==> config.mk <==
export PLATFORM = sky130hd
export DESIGN_NAME = apb_req_arbiter
export DESIGN_NICKNAME = d
export VERILOG_FILES = /design/src/rtl/apb_req_arbiter.sv
export SDC_FILE = /design/constraint.sdc
export NUM_CORES = 1
export LEC_CHECK = 0
export BUFFER_PORTS_ARGS = -buffer_cell sky130_fd_sc_hd__buf_2
export CAP_MARGIN = 40
export CELL_PAD_IN_SITES_DETAIL_PLACEMENT = 1
export CELL_PAD_IN_SITES_GLOBAL_PLACEMENT = 1
export CORE_UTILIZATION = 33
export DETAILED_ROUTE_END_ITERATION = 10
export PLACE_DENSITY = 0.78
export SLEW_MARGIN = 30
export SYNTH_ARGS = -nofsm -noshare
export SYNTH_HDL_FRONTEND = slang
export SYNTH_SLANG_ARGS = --single-unit
==> constraint.sdc <==
create_clock -name pclk -period 3.15 [get_ports pclk]
set_input_delay 0.63 -clock pclk [delete_from_list [all_inputs] [get_ports pclk]]
set_output_delay 0.63 -clock pclk [all_outputs]
set_load 0.01 [all_outputs]
==> src/rtl/apb_req_arbiter.sv <==
// Round-robin arbiter that shares one APB master between NUM_REQ requesters.
// One transfer in flight at a time; completion is taken from the snooped APB bus.
module apb_req_arbiter #(
    parameter int NUM_REQ = 4,
    parameter int DATA_W  = 32,
    parameter int TIMEOUT = 256
) (
    input  logic                      pclk,
    input  logic                      preset,
    input  logic [NUM_REQ-1:0]        req_i,
    input  logic [NUM_REQ-1:0]        we_i,
    input  logic [NUM_REQ*DATA_W-1:0] wdata_i,
    output logic [NUM_REQ-1:0]        gnt_o,
    output logic [NUM_REQ-1:0]        done_o,
    output logic [DATA_W-1:0]         rdata_o,
    output logic [1:0]                cmd_o,
    output logic [DATA_W-1:0]         wdata_o,
    input  logic                      psel_i,
    input  logic                      penable_i,
    input  logic                      pready_i,
    input  logic [DATA_W-1:0]         prdata_i,
    output logic                      busy_o,
    output logic                      timeout_o
);

    localparam int PTR_W = $clog2(NUM_REQ);
    localparam int WD_W  = (TIMEOUT < 2) ? 1 : $clog2(TIMEOUT + 1);

    typedef enum logic [1:0] {
        IDLE  = 2'd0,
        ISSUE = 2'd1,
        WAIT  = 2'd2,
        DONE  = 2'd3
    } state_t;

    state_t             state;
    state_t             state_nxt;
    logic [PTR_W-1:0]   ptr;
    logic [PTR_W-1:0]   owner;
    logic [PTR_W-1:0]   pick;
    logic [PTR_W-1:0]   cand;
    logic [PTR_W:0]     sum;
    logic               pick_vld;
    logic               we_lat;
    logic [WD_W-1:0]    wd_cnt;
    logic               xfer_done;

    function automatic logic [NUM_REQ-1:0] onehot(input logic [PTR_W-1:0] idx);
        return NUM_REQ'(1) << idx;
    endfunction

    assign xfer_done = psel_i & penable_i & pready_i;
    assign busy_o    = (state != IDLE);

    // Walk downward so the last hit wins: that is the set bit closest to ptr.
    always_comb begin
        pick     = ptr;
        pick_vld = 1'b0;
        sum      = '0;
        cand     = '0;
        for (int i = NUM_REQ - 1; i >= 0; i--) begin
            sum = {1'b0, ptr} + (PTR_W + 1)'(i);
            if (sum >= (PTR_W + 1)'(NUM_REQ))
                sum = sum - (PTR_W + 1)'(NUM_REQ);
            cand = sum[PTR_W-1:0];
            if (req_i[cand]) begin
                pick     = cand;
                pick_vld = 1'b1;
            end
        end
    end

    always_ff @(posedge pclk or posedge preset) begin
        if (preset)
            state <= IDLE;
        else
            state <= state_nxt;
    end

    always_comb begin
        state_nxt = state;
        gnt_o     = '0;
        done_o    = '0;
        cmd_o     = 2'b00;
        case (state)
            IDLE: begin
                if (pick_vld)
                    state_nxt = ISSUE;
            end
            ISSUE: begin
                cmd_o     = {we_lat, 1'b1};
                gnt_o     = onehot(owner);
                state_nxt = WAIT;
            end
            WAIT: begin
                if (xfer_done)
                    state_nxt = DONE;
            end
            DONE: begin
                done_o    = onehot(owner);
                state_nxt = IDLE;
            end
            default: state_nxt = IDLE;
        endcase
    end

    // Transfer context, read capture, rotation pointer and watchdog.
    always_ff @(posedge pclk or posedge preset) begin
        if (preset) begin
            ptr       <= '0;
            owner     <= '0;
            we_lat    <= 1'b0;
            wdata_o   <= '0;
            rdata_o   <= '0;
            wd_cnt    <= '0;
            timeout_o <= 1'b0;
        end else begin
            case (state)
                IDLE: begin
                    if (pick_vld) begin
                        owner   <= pick;
                        we_lat  <= we_i[pick];
                        wdata_o <= wdata_i[pick*DATA_W +: DATA_W];
                    end
                end
                ISSUE: begin
                    wd_cnt <= '0;
                end
                WAIT: begin
                    if (xfer_done && !we_lat)
                        rdata_o <= prdata_i;
                    // The master cannot abort, so the watchdog only flags and saturates.
                    if (TIMEOUT != 0 && wd_cnt != WD_W'(TIMEOUT)) begin
                        wd_cnt <= wd_cnt + 1'b1;
                        if (wd_cnt == WD_W'(TIMEOUT - 1))
                            timeout_o <= 1'b1;
                    end
                end
                DONE: begin
                    ptr <= (owner == PTR_W'(NUM_REQ - 1)) ? '0 : owner + 1'b1;
                end
                default: ;
            endcase
        end
    end

endmodule
==> metrics <==
outcome=complete, no violations; IO Count=249; clock share of power=21.0%; area share of fa/ha/maj cells after synthesis=2.98%; drt wl/cell=17.4 um; root buffer cell=clkbuf_16; Critical Path Start=state[1]$_DFFE_PP0P_; overall routing resource usage=21.5%; Final min period=2150 ps; Seq/Total Area, Yosys=44.0%; Setup Skew=6.49 ps; CTS buffer count=9; Sequential Power Share=31.8%; Worst Hold Class=in -> async; Max Clk Rate=464 MHz; final net count=868; largest vdd supply drop=299 uV; # fillers=1,631; CTS H-tree depth=3; Hold Vio Cnt, Final=0; Netlist cell types=39; n_diodes=0; Crit path required time=2520 ps; power per cell area=886 nW/um2; TNS Setup=0 ps; Synth Net Count=631; DIE HEIGHT=120 um; final setup margin=996 ps; initial drt markers=155; pre-CTS WS=686 ps; worst skew pair latency=330 ps; final setup fails=0; post-synthesis async set-or-reset flop share=100%; vias in the first global route=4,762; core area=13,500 um2; cell taking the most area after synthesis=dfrtp_1; Worst-path clk slew=60 ps; port bufs=248; global-route wire length before repair=23,900 um; largest family of logic cells by synthesized area=compound AO/OA/AOI/OAI gates; worst-path maximum fanout=10; vias=4,389; ys flop type=dfrtp_1; layout cell share with drive strength beyond 1=48.2%; mux contribution to synthesized area=15.2%; drc violations=0; crit path capture type=primary output; Pleak=3.19 nW; initial antenna violation count=0; RSZ-0062 raised after global routing=false; Slew HR=54.1%; starting density of the core=34.3%; setup bufs post-CTS=0; cells after synthesis=447; kind of critical path=reg -> out; switching share of power=39.3%; WP data arrival=1520 ps; Sw Pwr=2.21 mW; antenna viol nets, final=0; GPL Wtd Cong=0.809; Synth top area share=44.0%; top post-synthesis cells by area=dfrtp_1, mux2_2, a211oi_1; CTS tree=done; DIE AREA=14,500 um2; maxcap violations=0; Final Max Slew Viols=0; Synth warnings=0; number of synthesized register bits=81; Post-synth EDFFs=0; area grow syn2layout=37.5%; complex-gate fraction of the synthesized area=20.2%; fraction of the mapped netlist area in simple logic gates=8.57%; combinational share of power=47.2%; area of the multi-input gates=2240 um2; Rows=42; final cycle utilization of the critical path=68.4%; Syn Std Cell Area=4610 um2; Routed WL=15,100 um; worst r2r src=ptr[1]$_DFFE_PP0P_; Post-Synth XOR/XNOR Area=1.14%; # hold bufs at CTS=0; largest net degree at the start of global routing=44; Sink Count=81; DR vias/cell=5.07; clk buf depth=2; Slew @ Worst Pin=687 ps; Post-CTS Resized=0; crit start category=register; Int Pwr=3.41 mW; Syn Area/Cell=10.3 um2; detailed placer's ending HPWL=11,400 um; Overflow after GRT=0; Power, Total=5.62 mW; Die Span X=120 um; Initial DRT Pass Iterations=4; Sequential cell area=2030 um2
cells in the final DEF (no fill, tap or decap), types with 2 or more instances in the layout:
master	count
ha_1	11
mux2_2	33
buf_4	9
buf_2	248
a211oi_1	47
mux2i_1	33
nand2b_1	3
clkbuf_1	2
nand2_1	8
nor2_1	42
a211oi_2	19
o21ai_0	9
clkinv_2	2
o21ai_2	2
buf_12	2
clkbuf_16	9
nor3_1	3
nand3_1	8
and2_1	9
dfrtp_1	81
a31oi_1	33
bufinv_16	3
inv_1	45
nor2b_1	4
xnor2_1	5
per-stage QoR:
| step | util (%) | cells | instance area (um2) | hold slack [ps] |
|---|---|---|---|---|
| floorplan | - | 447 | 4610 | 491 |
| global placement | 44.7 | 849 | 6010 | 483 |
| detailed placement | 44.7 | 849 | 6010 | 491 |
| CTS | 47.2 | 865 | 6340 | 395 |
| global route | 47.2 | 865 | 6340 | 434 |
| finish | 47.2 | 865 | 6340 | 378 |
worst max-delay path, cell delays in order (launching register included):
cell     delay, ps
dfrtp_1        400
inv_1          110
ha_1           360
and2_1         180
buf_2          130
path summary, 6_finish.rpt:
| kind | end | slack (ps) | cells past startpoint |
|---|---|---|---|
| worst min register to register | rdata_o[16]$_DFFE_PP0P_ | 500 | 1 |
| worst min-delay path | rdata_o[17]$_DFFE_PP0P_ | 380 | 2 |
| min in group pclk | rdata_o[16]$_DFFE_PP0P_ | 500 | 1 |
| worst max register to register | wdata_o[5]$_DFFE_PP0P_ | 1050 | 6 |
| worst max-delay path | gnt_o[0] | 1000 | 4 |
| max in group asynchronous | wd_cnt[0]$_DFFE_PP0P_ | 2100 | 3 |
cell type report:
class | instances | share of cell area (%)
Clock buffer | 11 | 3.67
Clock inverter | 5 | 1.64
Inverter | 46 | 2.74
Multi-Input combinational cell | 287 | 35.3
Sequential cell | 81 | 32.0
Tap cell | 176 | 3.47
Timing Repair Buffer | 259 | 21.3
synth_stat cells, types with 2 or more instances:
cell type / n
buf_2: 9
clkbuf_1: 15
xnor2_1: 5
inv_1: 46
buf_4: 3
nor2b_1: 4
ha_1: 11
nand3_1: 8
and3_1: 2
mux2_2: 33
o21ai_0: 9
buf_6: 6
nand2_1: 8
a31oi_1: 33
nor3_1: 3
dfrtp_1: 81
nand2b_1: 3
nor2_1: 43
mux2i_1: 33
and2_1: 9
a211oi_2: 19
a211oi_1: 47
metal layers:
metal  vias to the layer above  share of wire (%)  GRT usage (%)
met5                         -                  0              0
met4                         0                1.9           8.02
met3                        18                6.7           4.81
met2                       191                 52           40.6
met1                      2103                 40           23.1
li1                       2077                  -              -
kinds of logic after synthesis:
kind of cell,Yosys count
AO/OA/AOI/OAI,119
buffers and inverters,79
multiplexers,66
adder cells (fa/ha/maj),11
XOR/XNOR,6
AND/OR/NAND/NOR,85
flip-flops,81
power by group through the flow:
stage | clock network (mW) | logic (mW) | registers [mW]
2_1_floorplan | 0 | 1.55 | 1.94
3_3_place_gp | 0 | 2.61 | 1.77
3_5_place_dp | 0 | 2.71 | 1.81
4_1_cts | 1.23 | 2.71 | 1.79
5_1_grt | 1.26 | 2.92 | 1.85
6_report | 1.18 | 2.65 | 1.78
state kept, by name (all words and copies together) (netlist names):
register,cells
wd_cnt,9
we_lat,1
state,2
timeout_o,1
rdata_o,32
owner,2
wdata_o,32
ptr,2
(Power assumes the default switching activity.)
